File: config.mk
export PLATFORM = sky130hd
export DESIGN_NAME = eth_ping_responder
export DESIGN_NICKNAME = d
export VERILOG_FILES = /design/src/rtl/eth_ping_pkg.sv /design/src/rtl/eth_ping_parser.sv /design/src/rtl/eth_ping_responder.sv
export SDC_FILE = /design/constraint.sdc
export NUM_CORES = 1
export LEC_CHECK = 0
export BUFFER_PORTS_ARGS = -buffer_cell sky130_fd_sc_hd__buf_2
export CAP_MARGIN = 20
export CORE_MARGIN = 8
export CORE_UTILIZATION = 45
export CTS_CLUSTER_SIZE = 12
export DETAILED_ROUTE_END_ITERATION = 10
export HOLD_SLACK_MARGIN = 0.05
export PLACE_DENSITY_LB_ADDON = 0.3
export SLEW_MARGIN = 40
export SYNTH_ARGS = -nofsm -noshare
export SYNTH_HDL_FRONTEND = slang
export SYNTH_SLANG_ARGS = --single-unit
File: constraint.sdc
create_clock -name clk -period 41.4 [get_ports clk]
set_input_delay 6.21 -clock clk [delete_from_list [all_inputs] [get_ports clk]]
set_output_delay 6.21 -clock clk [all_outputs]
set_load 0.01 [all_outputs]
File: src/rtl/eth_ping_pkg.sv
// Shared constants, frame field offsets and FSM state types for the ping responder.
package eth_ping_pkg;

  localparam logic [31:0] PING_MAGIC = 32'h50494E47;  // "PING"
  localparam logic [31:0] PONG_MAGIC = 32'h504F4E47;  // "PONG"
  localparam logic [47:0] BCAST_MAC  = 48'hFFFF_FFFF_FFFF;

  // Byte offsets of the fields inside a ping/pong frame
  localparam int OFF_DST   = 0;
  localparam int OFF_SRC   = 6;
  localparam int OFF_TYPE  = 12;
  localparam int OFF_MAGIC = 14;
  localparam int OFF_ID    = 18;
  localparam int OFF_TS    = 22;
  localparam int HDR_LEN   = 30;

  typedef enum logic [1:0] {RX_HDR, RX_SKIP, RX_TAIL} rx_state_t;
  typedef enum logic {TX_IDLE, TX_SEND} tx_state_t;

  // Byte 'pos' (0 = most significant) of the low 'nbytes' bytes of 'word'
  function automatic logic [7:0] field_byte(input logic [63:0] word, input int nbytes,
                                            input int pos);
    logic [63:0] sh;
    sh = word >> (8 * (nbytes - 1 - pos));
    return sh[7:0];
  endfunction

endpackage

File: src/rtl/eth_ping_parser.sv
// RX side: walks the 30-byte ping header on the fly, latches src MAC / id / timestamp
// and pulses ping_valid in the same cycle as the accepted tlast of a matching frame.
module eth_ping_parser
  import eth_ping_pkg::*;
#(
  parameter logic [15:0] C_ETHERTYPE = 16'h88B5
) (
  input  logic        clk,
  input  logic        rst,
  input  logic [47:0] own_mac,
  input  logic [7:0]  s_axis_tdata,
  input  logic        s_axis_tkeep,
  input  logic        s_axis_tlast,
  input  logic        s_axis_tvalid,
  output logic        ping_valid,
  output logic [47:0] ping_src,
  output logic [31:0] ping_id,
  output logic [63:0] ping_ts
);

  rx_state_t   state, state_nxt;
  logic [4:0]  idx, idx_nxt;
  int          rx_pos;
  logic        beat, fin, last_hdr, byte_ok;
  logic        own_ok, bc_ok, own_ok_nxt, bc_ok_nxt;
  logic [47:0] src_sr;
  logic [31:0] id_sr;
  logic [63:0] ts_sr;

  assign beat     = s_axis_tvalid & s_axis_tkeep;
  assign fin      = s_axis_tvalid & s_axis_tlast;
  assign rx_pos   = int'(idx);
  assign last_hdr = (rx_pos == HDR_LEN - 1);

  // Compare the current header byte; dst tracks unicast and broadcast matches separately
  always_comb begin
    own_ok_nxt = own_ok;
    bc_ok_nxt  = bc_ok;
    byte_ok    = 1'b1;
    if (rx_pos < OFF_SRC) begin
      own_ok_nxt = own_ok & (s_axis_tdata == field_byte({16'h0000, own_mac}, 6, rx_pos - OFF_DST));
      bc_ok_nxt  = bc_ok & (s_axis_tdata == BCAST_MAC[7:0]);
      byte_ok    = own_ok_nxt | bc_ok_nxt;
    end else if (rx_pos >= OFF_TYPE && rx_pos < OFF_MAGIC) begin
      byte_ok = (s_axis_tdata == field_byte({48'h0, C_ETHERTYPE}, 2, rx_pos - OFF_TYPE));
    end else if (rx_pos >= OFF_MAGIC && rx_pos < OFF_ID) begin
      byte_ok = (s_axis_tdata == field_byte({32'h0, PING_MAGIC}, 4, rx_pos - OFF_MAGIC));
    end
  end

  // RX next-state logic; tlast always ends the frame even on a tkeep=0 beat
  always_comb begin
    state_nxt  = state;
    idx_nxt    = idx;
    ping_valid = 1'b0;
    case (state)
      RX_HDR: begin
        if (fin) begin
          ping_valid = beat & byte_ok & last_hdr;
          idx_nxt    = '0;
        end else if (beat) begin
          if (!byte_ok) begin
            state_nxt = RX_SKIP;
            idx_nxt   = '0;
          end else if (last_hdr) begin
            state_nxt = RX_TAIL;
            idx_nxt   = '0;
          end else begin
            idx_nxt = idx + 1'b1;
          end
        end
      end
      RX_SKIP: begin
        if (fin) begin
          state_nxt = RX_HDR;
          idx_nxt   = '0;
        end
      end
      RX_TAIL: begin
        if (fin) begin
          ping_valid = 1'b1;
          state_nxt  = RX_HDR;
          idx_nxt    = '0;
        end
      end
      default: begin
        state_nxt = RX_HDR;
        idx_nxt   = '0;
      end
    endcase
  end

  // RX state and header index
  always_ff @(posedge clk) begin
    if (rst) begin
      state <= RX_HDR;
      idx   <= '0;
    end else begin
      state <= state_nxt;
      idx   <= idx_nxt;
    end
  end

  // Dst-match flags restart at every frame boundary
  always_ff @(posedge clk) begin
    if (rst || (state_nxt == RX_HDR && idx_nxt == '0)) begin
      own_ok <= 1'b1;
      bc_ok  <= 1'b1;
    end else if (state == RX_HDR && beat) begin
      own_ok <= own_ok_nxt;
      bc_ok  <= bc_ok_nxt;
    end
  end

  // Shift the echoed fields in as their bytes pass by
  always_ff @(posedge clk) begin
    if (state == RX_HDR && beat) begin
      if (rx_pos >= OFF_SRC && rx_pos < OFF_TYPE) src_sr <= {src_sr[39:0], s_axis_tdata};
      if (rx_pos >= OFF_ID && rx_pos < OFF_TS)    id_sr  <= {id_sr[23:0], s_axis_tdata};
      if (rx_pos >= OFF_TS && rx_pos < HDR_LEN)   ts_sr  <= {ts_sr[55:0], s_axis_tdata};
    end
  end

  // A 30-byte frame ends on its final timestamp byte, which is still on the bus
  assign ping_src = src_sr;
  assign ping_id  = id_sr;
  assign ping_ts  = (state == RX_HDR) ? {ts_sr[55:0], s_axis_tdata} : ts_sr;

endmodule

File: src/rtl/eth_ping_responder.sv
// Loopback ping responder: parses pings from the TEMAC RX stream and answers each one
// with a pong on the TX stream, keeping received / sent / dropped statistics.
module eth_ping_responder
  import eth_ping_pkg::*;
#(
  parameter logic [15:0] C_ETHERTYPE = 16'h88B5,
  parameter int          C_PONG_LEN  = 60
) (
  input  logic        clk,
  input  logic        rst,
  input  logic        enable,
  input  logic [47:0] own_mac,
  input  logic [7:0]  s_axis_tdata,
  input  logic        s_axis_tkeep,
  input  logic        s_axis_tlast,
  input  logic        s_axis_tvalid,
  output logic [7:0]  m_axis_tdata,
  output logic        m_axis_tkeep,
  output logic        m_axis_tlast,
  output logic        m_axis_tvalid,
  input  logic        m_axis_tready,
  output logic [31:0] pings_received,
  output logic [31:0] pongs_sent,
  output logic [31:0] pings_dropped
);

  localparam int               IDX_W    = $clog2(C_PONG_LEN);
  localparam logic [IDX_W-1:0] LAST_IDX = IDX_W'(C_PONG_LEN - 1);

  logic        ping_valid;
  logic [47:0] ping_src;
  logic [31:0] ping_id;
  logic [63:0] ping_ts;

  tx_state_t        tx_state, tx_state_nxt;
  logic [IDX_W-1:0] tx_idx, tx_idx_nxt;
  int               tx_pos;
  logic             fire, last_beat, tx_free, latch;
  logic [7:0]       pong_byte;
  logic [47:0]      buf_dst, buf_src;
  logic [31:0]      buf_id;
  logic [63:0]      buf_ts;

  eth_ping_parser #(
    .C_ETHERTYPE (C_ETHERTYPE)
  ) u_parser (
    .clk           (clk),
    .rst           (rst),
    .own_mac       (own_mac),
    .s_axis_tdata  (s_axis_tdata),
    .s_axis_tkeep  (s_axis_tkeep),
    .s_axis_tlast  (s_axis_tlast),
    .s_axis_tvalid (s_axis_tvalid),
    .ping_valid    (ping_valid),
    .ping_src      (ping_src),
    .ping_id       (ping_id),
    .ping_ts       (ping_ts)
  );

  assign tx_pos    = int'(tx_idx);
  assign fire      = m_axis_tvalid & m_axis_tready;
  assign last_beat = (tx_idx == LAST_IDX);
  // The buffer may be reloaded in the same cycle the previous pong's last byte leaves
  assign tx_free   = (tx_state == TX_IDLE) | (fire & last_beat);
  assign latch     = ping_valid & enable & tx_free;

  // Pong buffer; own_mac is captured so a later change cannot corrupt a queued pong
  always_ff @(posedge clk) begin
    if (latch) begin
      buf_dst <= ping_src;
      buf_src <= own_mac;
      buf_id  <= ping_id;
      buf_ts  <= ping_ts;
    end
  end

  // TX next-state logic
  always_comb begin
    tx_state_nxt = tx_state;
    tx_idx_nxt   = tx_idx;
    case (tx_state)
      TX_IDLE: begin
        if (latch) begin
          tx_state_nxt = TX_SEND;
          tx_idx_nxt   = '0;
        end
      end
      TX_SEND: begin
        if (fire) begin
          if (last_beat) begin
            tx_state_nxt = latch ? TX_SEND : TX_IDLE;
            tx_idx_nxt   = '0;
          end else begin
            tx_idx_nxt = tx_idx + 1'b1;
          end
        end
      end
      default: begin
        tx_state_nxt = TX_IDLE;
        tx_idx_nxt   = '0;
      end
    endcase
  end

  // TX state and byte index
  always_ff @(posedge clk) begin
    if (rst) begin
      tx_state <= TX_IDLE;
      tx_idx   <= '0;
    end else begin
      tx_state <= tx_state_nxt;
      tx_idx   <= tx_idx_nxt;
    end
  end

  // Pong byte for the current index; everything past the header is zero padding
  always_comb begin
    pong_byte = 8'h00;
    if (tx_pos < OFF_SRC)
      pong_byte = field_byte({16'h0000, buf_dst}, 6, tx_pos - OFF_DST);
    else if (tx_pos < OFF_TYPE)
      pong_byte = field_byte({16'h0000, buf_src}, 6, tx_pos - OFF_SRC);
    else if (tx_pos < OFF_MAGIC)
      pong_byte = field_byte({48'h0, C_ETHERTYPE}, 2, tx_pos - OFF_TYPE);
    else if (tx_pos < OFF_ID)
      pong_byte = field_byte({32'h0, PONG_MAGIC}, 4, tx_pos - OFF_MAGIC);
    else if (tx_pos < OFF_TS)
      pong_byte = field_byte({32'h0, buf_id}, 4, tx_pos - OFF_ID);
    else if (tx_pos < HDR_LEN)
      pong_byte = field_byte(buf_ts, 8, tx_pos - OFF_TS);
  end

  // Outputs derive from registered state only, so they stay stable across stalls
  assign m_axis_tvalid = (tx_state == TX_SEND);
  assign m_axis_tkeep  = m_axis_tvalid;
  assign m_axis_tlast  = m_axis_tvalid & last_beat;
  assign m_axis_tdata  = m_axis_tvalid ? pong_byte : 8'h00;

  // Statistics counters, free-running with natural 32-bit wrap
  always_ff @(posedge clk) begin
    if (rst) begin
      pings_received <= '0;
      pongs_sent     <= '0;
      pings_dropped  <= '0;
    end else begin
      if (ping_valid)             pings_received <= pings_received + 32'd1;
      if (fire && last_beat)      pongs_sent     <= pongs_sent + 32'd1;
      if (ping_valid && !latch)   pings_dropped  <= pings_dropped + 32'd1;
    end
  end

endmodule
## After elaboration in Yosys (flattened, before gate mapping)

Index checks and enable logic that the tools add are counted.

| operators by class | value |
|---|---|
| divide/modulo/power cells | 0 |
| bitwise gates (word level) | 14 |
| shift operators | 9 |
| reduce and logical (&&, ||, !) cells | 20 |
| $lt $le $gt $ge | 17 |
| add/subtract/negate cells | 21 |
| multiplexer cells | 34 |
| equality and inequality tests | 10 |
| multiply operators | 0 |

Operators by type and width:

| kind | number |
|---|---|
| $shr 48x32->8 | 3 |
| $add 32x1->32 const B | 3 |
| $mux 64 | 1 |
| $shr 16x32->8 const A | 2 |
| $shr 31x32->8 const A | 2 |
| $shr 64x32->8 | 1 |
| $mux 8 | 7 |
| $shr 32x32->8 | 1 |
| $sub 2x29->29 const A | 1 |
| $sub 3x29->29 const A | 1 |
| $mux 5 | 5 |
| $eq 8x8->1 | 3 |
| $lt 6x5->1 const B | 3 |
| $mux 6 | 3 |
| $sub 3x7->8 const A | 2 |
| $sub 4x7->8 const A | 2 |
| $lt 5x5->1 const B | 3 |
| $sub 6x4->7 const B | 2 |
| $sub 6x5->7 const B | 2 |
| $lt 6x4->1 const B | 2 |
| $pmux 6 s2 | 1 |
| $sub 5x4->6 const B | 2 |
| $and 1x1->1 | 11 |
| $ge 5x4->1 const B | 2 |
| other kinds (32) | 60 |

| word-level totals | value |
|---|---|
| logic and storage cells | 141 |
| input bits | 63 |
| ROM bits | 0 |
| latch bits | 0 |
| memories | 0 |
| RAM bits | 0 |
| register bits | 448 |

## Depth between registers and ports, before layout

| logic depth | value |
|---|---|
| word-level depth | 17 |
| depth in mapped cells | 16 |

## Cells and area by module

Synthesis repeated with hierarchy kept, for this count alone.

| unflattened totals | value |
|---|---|
| cell total of the unflattened synthesis | 1472 |
| area, all modules | 19733.9 sq um |

Modules (own cells, without submodules):

| module | area an instance (sq um) | cells each | instances |
|---|---|---|---|
| eth_ping_responder | 12773.5 | 1005 | 1 |
| eth_ping_parser | 6960.4 | 467 | 1 |

## Least setup slack after synthesis

OpenSTA, ideal clock, no wires.

| timing path | value |
|---|---|
| path kind | in2reg |
| start | input port s_axis_tdata[4] |
| end | register buf_dst[0] (enable) |
| setup slack | 23.588 ns |
| setup time | 0.808 ns |
| stages on the path | 10 |
| arrival time | 17.004 ns |
| path buffers | 2 |
| cell sequence | clkbuf_1 > xor2_1 > o31ai_1 > o2111ai_1 > o211ai_2 > a41oi_4 > nor2_1 > buf_4 > nand2_1 > a21oi_1 |

| on the way | value |
|---|---|
| longest elaborated chain between the ends | 10 |
| elaborated cells between the ends (all ways) | 16 |

RTL lines:

| item | line | RTL |
|---|---|---|
| start, declared | eth_ping_responder.sv:13 | `input logic [7:0] s_axis_tdata,` |
| $eq 8x8->1 (on tied branches) | eth_ping_parser.sv:47, eth_ping_parser.sv:41, eth_ping_parser.sv:42 |  |
| $mux 1, or another cell as far along | eth_ping_parser.sv:46 | `end else if (rx_pos >= OFF_MAGIC && rx_pos < OFF_ID) begin` |
| $mux 1 / $or 1x1->1 (equally long branches) | eth_ping_parser.sv:44, eth_ping_parser.sv:43 |  |
| $mux 1 (*) | eth_ping_parser.sv:40 | `if (rx_pos < OFF_SRC) begin` |
| $and 1x1->1 (*) (2 in a row) | eth_ping_parser.sv:59 | `ping_valid = beat & byte_ok & last_hdr;` |
| $mux 1 (*) | eth_ping_parser.sv:58 | `if (fin) begin` |
| $pmux 1 s2 (*) | eth_ping_parser.sv:56 | `case (state)` |
| $and 1x1->1 (*) (2 in a row) | eth_ping_responder.sv:65 | `assign latch = ping_valid & enable & tx_free;` |
| named net latch | eth_ping_responder.sv:38 | `logic fire, last_beat, tx_free, latch;` |
| end signal, assigned | eth_ping_responder.sv:70 | `buf_dst <= ping_src;` |
| end, declared | eth_ping_responder.sv:40 | `logic [47:0] buf_dst, buf_src;` |

Mark *: on every way through the listed nets, which the timed path passes. The rest lies on a longest branch.
A chain may end at the register's enable or synchronous reset.

## Worst setup path in the final report

| timing path | value |
|---|---|
| start | register tx_idx[2] |
| end | output port m_axis_tdata[2] |

| on the way | value |
|---|---|
| longest elaborated chain between the ends | 10 |
| elaborated cells between the ends (all ways) | 30 |

RTL lines:

| item | line | RTL |
|---|---|---|
| start, declared | eth_ping_responder.sv:36 | `logic [IDX_W-1:0] tx_idx, tx_idx_nxt;` |
| start signal, assigned | eth_ping_responder.sv:112 | `tx_idx <= tx_idx_nxt;` |
| $sub 6x5->7 | eth_ping_responder.sv:130 | `pong_byte = field_byte(buf_ts, 8, tx_pos - OFF_TS);` |
| $sub 4x7->8 | eth_ping_pkg.sv:24 | `sh = word >> (8 * (nbytes - 1 - pos));` |
| $shr 64x32->8 | eth_ping_pkg.sv:24 |  |
| $mux 8 | eth_ping_responder.sv:129 | `else if (tx_pos < HDR_LEN)` |
| $mux 8 | eth_ping_responder.sv:127 | `else if (tx_pos < OFF_TS)` |
| $mux 8 | eth_ping_responder.sv:125 | `else if (tx_pos < OFF_ID)` |
| $mux 8 | eth_ping_responder.sv:123 | `else if (tx_pos < OFF_MAGIC)` |
| $mux 8 | eth_ping_responder.sv:121 | `else if (tx_pos < OFF_TYPE)` |
| $mux 8 (*) | eth_ping_responder.sv:119 | `if (tx_pos < OFF_SRC)` |
| $mux 8 (*) | eth_ping_responder.sv:137 | `assign m_axis_tdata = m_axis_tvalid ? pong_byte : 8'h00;` |
| end, declared | eth_ping_responder.sv:17 | `output logic [7:0] m_axis_tdata,` |

Every way passes the cells marked *; elsewhere a longest branch is shown, timed or not.

==> out/qor.txt <==
Status = completed
Insertion delay to the later sink of the worst-skew pair = 0.59 ns
Routed WL per cell = 19.9 µm
Filler cells = 3,688
YS warnings = 0
Share of the synthesized area in the top cell type = 50.9%
Root buf cell = clkbuf_16
First-pass GRT wire length = 70,600 µm
Clk slew on worst S/H paths = 0.06 ns
Library cells used by synthesis = 78
WP buf/inv = 4
Largest net degree at the start of global routing = 105
Detailed placer's ending HPWL = 30,200 µm
Initial Utilization = 45.2%
H-tree level count = 2
Number of global-route vias before repair = 12,400
TritonCTS Buffers = 47
Layout cells sized above 1 = 23.1%
Clock buffer depth = 3
Total GRT Usage = 17.5%
CP Capture Type = output port
Max Slew Vio Count = 0
R2R Path Start = u_parser.idx[1]
Post-synth ARST share = 0%
Top_reg_cell synth = edfxtp_1
Vias = 12,500
Reg2Reg Depth = 15
WP data required = 35.19 ns
Peak supply drop = 0.0361 mV
GRT Residual Overflow = 0
Hold WS = 0.416 ns
Hold Path Stages = 0
Leading area contributor after synthesis = edfxtp_1
Slew @ Worst Pin = 0.936 ns
CP max-delay cell = or4_1
IO Count = 170
Residual DRC = 0
WL final = 45,000 µm
Clk sinks = 448
Area grow syn2layout = 15.1%
Antenna-violating nets left = 0
Die height = 226 µm
Net Count, Synth = 1,570
Hold endpoint = buf_id[28]
Clock period minus worst slack = 10.53 ns
1st-iter DRT viols = 1,135
Final setup fails = 0
Startpoint Class = flip-flop
Worst Hold Launch = u_parser.ping_id[28]
Crit path largest cell delay = 0.52 ns
Path type of the worst setup path = flip-flop to output port
CTS tree = yes
Hold WC Path Type = flip-flop to flip-flop
Crit path cell chain = inv_1 > ha_1 > buf_4 > inv_1 > ha_1 > nor3_1 > a21oi_1 > or4_1 > nor2_1 > a221oi_1 > o32ai_1 > and2_1 > buf_2
CP max FO = 31
Fmax achieved = 0.0950 GHz
DIE AREA = 51,000 µm²
Critical path launch point = tx_idx[2]
Pre-antenna DRT Iters = 7
Post-synthesis sequential area ratio = 62.3%
P_leak = 8.08 nW
Worst EP arrival = 4.32 ns
Synth area leaders = edfxtp_1 51%, dfxtp_1 11%, mux4_2 4.7%, mux2_2 4.1%, xor2_1 2.8%
Syn Inst Count = 1,465
Post CTS Setup Buffer Count = 0
IO Port Bufs = 169
Rel. slew slack = 37.0%
Final Cycle Share = 25.4%
Mapped Area = 19,800 µm²
Seq cells post-synth = 448
Pwr dens = 40.6 nW/µm²
CP top delay family = simple AND/OR/NAND/NOR gates
Initial antenna violation count = 5
Setup TNS Final = 0 ns
Final Hold Vio Count = 0
Post-synth EDFFs = 336
Die W = 226 µm
DR vias/cell = 5.52
Final net count = 1,735
Unrepaired setup endpoints after global routing = false
PostCTS Resize Cnt = 0
Core area = 43,800 µm²
Setup Skew = 0.0203 ns
Hold buffers post-CTS = 0
Row cnt = 77
R2R Setup Slk = 35.54 ns
Global placement routability congestion = 0.891
Max cap viols = 0
Worst r2r dst = buf_dst[2]
Synthesized area per cell = 13.5 µm²
-- per-layer routing --
layer	GRT usage [%]	up-vias	share of wire [%]
met4	4.99	4	1.8
met3	5.45	71	8.5
met2	26.9	419	45
li1	-	5845	-
met5	0	-	0.053
met1	23.6	6136	44
-- area by class of cell --
type	instances	area [µm²]	area share (%)
Inverter	41	154	0.675
Multi-Input combinational cell	911	7050	30.9
Antenna cell	3	7.51	0.0329
Clock inverter	17	245	1.08
Sequential cell	448	12300	54.1
Tap cell	592	741	3.25
Timing Repair Buffer	181	986	4.32
Clock buffer	67	1280	5.62
-- Yosys cell counts (15+ instances only) --
cell / count
and4_1: 15
ha_1: 42
o22ai_1: 21
xnor2_1: 36
mux4_2: 41
a21oi_1: 47
xor2_1: 63
mux2i_1: 47
or3_1: 15
nand3_1: 49
dfxtp_1: 112
and2_1: 22
nand4_1: 24
nor2_1: 128
nor3_1: 25
and3_1: 26
nand2_1: 73
clkbuf_1: 40
mux2_2: 72
inv_1: 40
o21ai_0: 35
edfxtp_1: 336
-- power by group --
part	switching, mW	internal [mW]
registers	0.000302	0.480
clock network	0.170	0.247
logic	0.0155	0.0127
total	0.186	0.739
-- per-stage QoR --
step                setup slack, ns  area [µm²]  util [%]  total power [mW]  std cells
floorplan                     23.59       19800         -             0.508       1465
CTS                           30.90       22800      52.0             0.937       2257
detailed placement            31.26       21300      48.5             0.517       2173
finish                        30.87       22800      52.0             0.925       2260
global route                  30.59       22800      52.0             0.954       2258
global placement              31.54       21200      48.4             0.517       2172
-- logic make-up (layout without fill, tap and decap cells) --
family | Yosys count | in the layout | synth area share, %
buffers and inverters | 106 | 306 | 2.40
other | 0 | 3 | 0
muxes | 160 | 160 | 11.1
DFF | 448 | 448 | 62.3
and+or+nand+nor | 435 | 435 | 11.4
AOI/OAI and AO/OA | 174 | 174 | 5.70
adders and majority gates | 42 | 42 | 2.65
xor gates and xnor gates | 100 | 100 | 4.49
-- sequential cells by signal, indices dropped and copies added, names as in the netlist --
name	flops
buf_ts	64
u_parser.ts_sr	64
buf_dst	48
buf_src	48
u_parser.ping_src	48
buf_id	32
pings_dropped	32
pings_received	32
pongs_sent	32
u_parser.ping_id	32
tx_idx	6
u_parser.idx	5
u_parser.state	2
m_axis_tkeep	1
u_parser.bc_ok	1
u_parser.own_ok	1
-- cells in the final DEF, fill, tap and decap left out, types with 45 or more instances in the layout --
| cell | count |
|---|---|
| a21oi_1 | 45 |
| buf_2 | 168 |
| clkbuf_16 | 47 |
| nor2_1 | 124 |
| nand3_1 | 49 |
| nand2_1 | 73 |
| mux2_2 | 72 |
| mux2i_1 | 47 |
| edfxtp_1 | 336 |
| xor2_1 | 63 |
| dfxtp_1 | 110 |
-- how the worst max path moves through the flow --
stage                 endpoint  depth (start not counted)  slack, ns
2_1_floorplan       buf_dst[0]                         10      23.59
3_3_place_gp       buf_dst[39]                         10      31.54
3_5_place_dp       buf_dst[39]                         11      31.26
4_1_cts        m_axis_tdata[2]                         13      30.90
5_1_grt        m_axis_tdata[2]                         13      30.59
6_report       m_axis_tdata[2]                         13      30.87
Power figures use the tool's default switching activity.
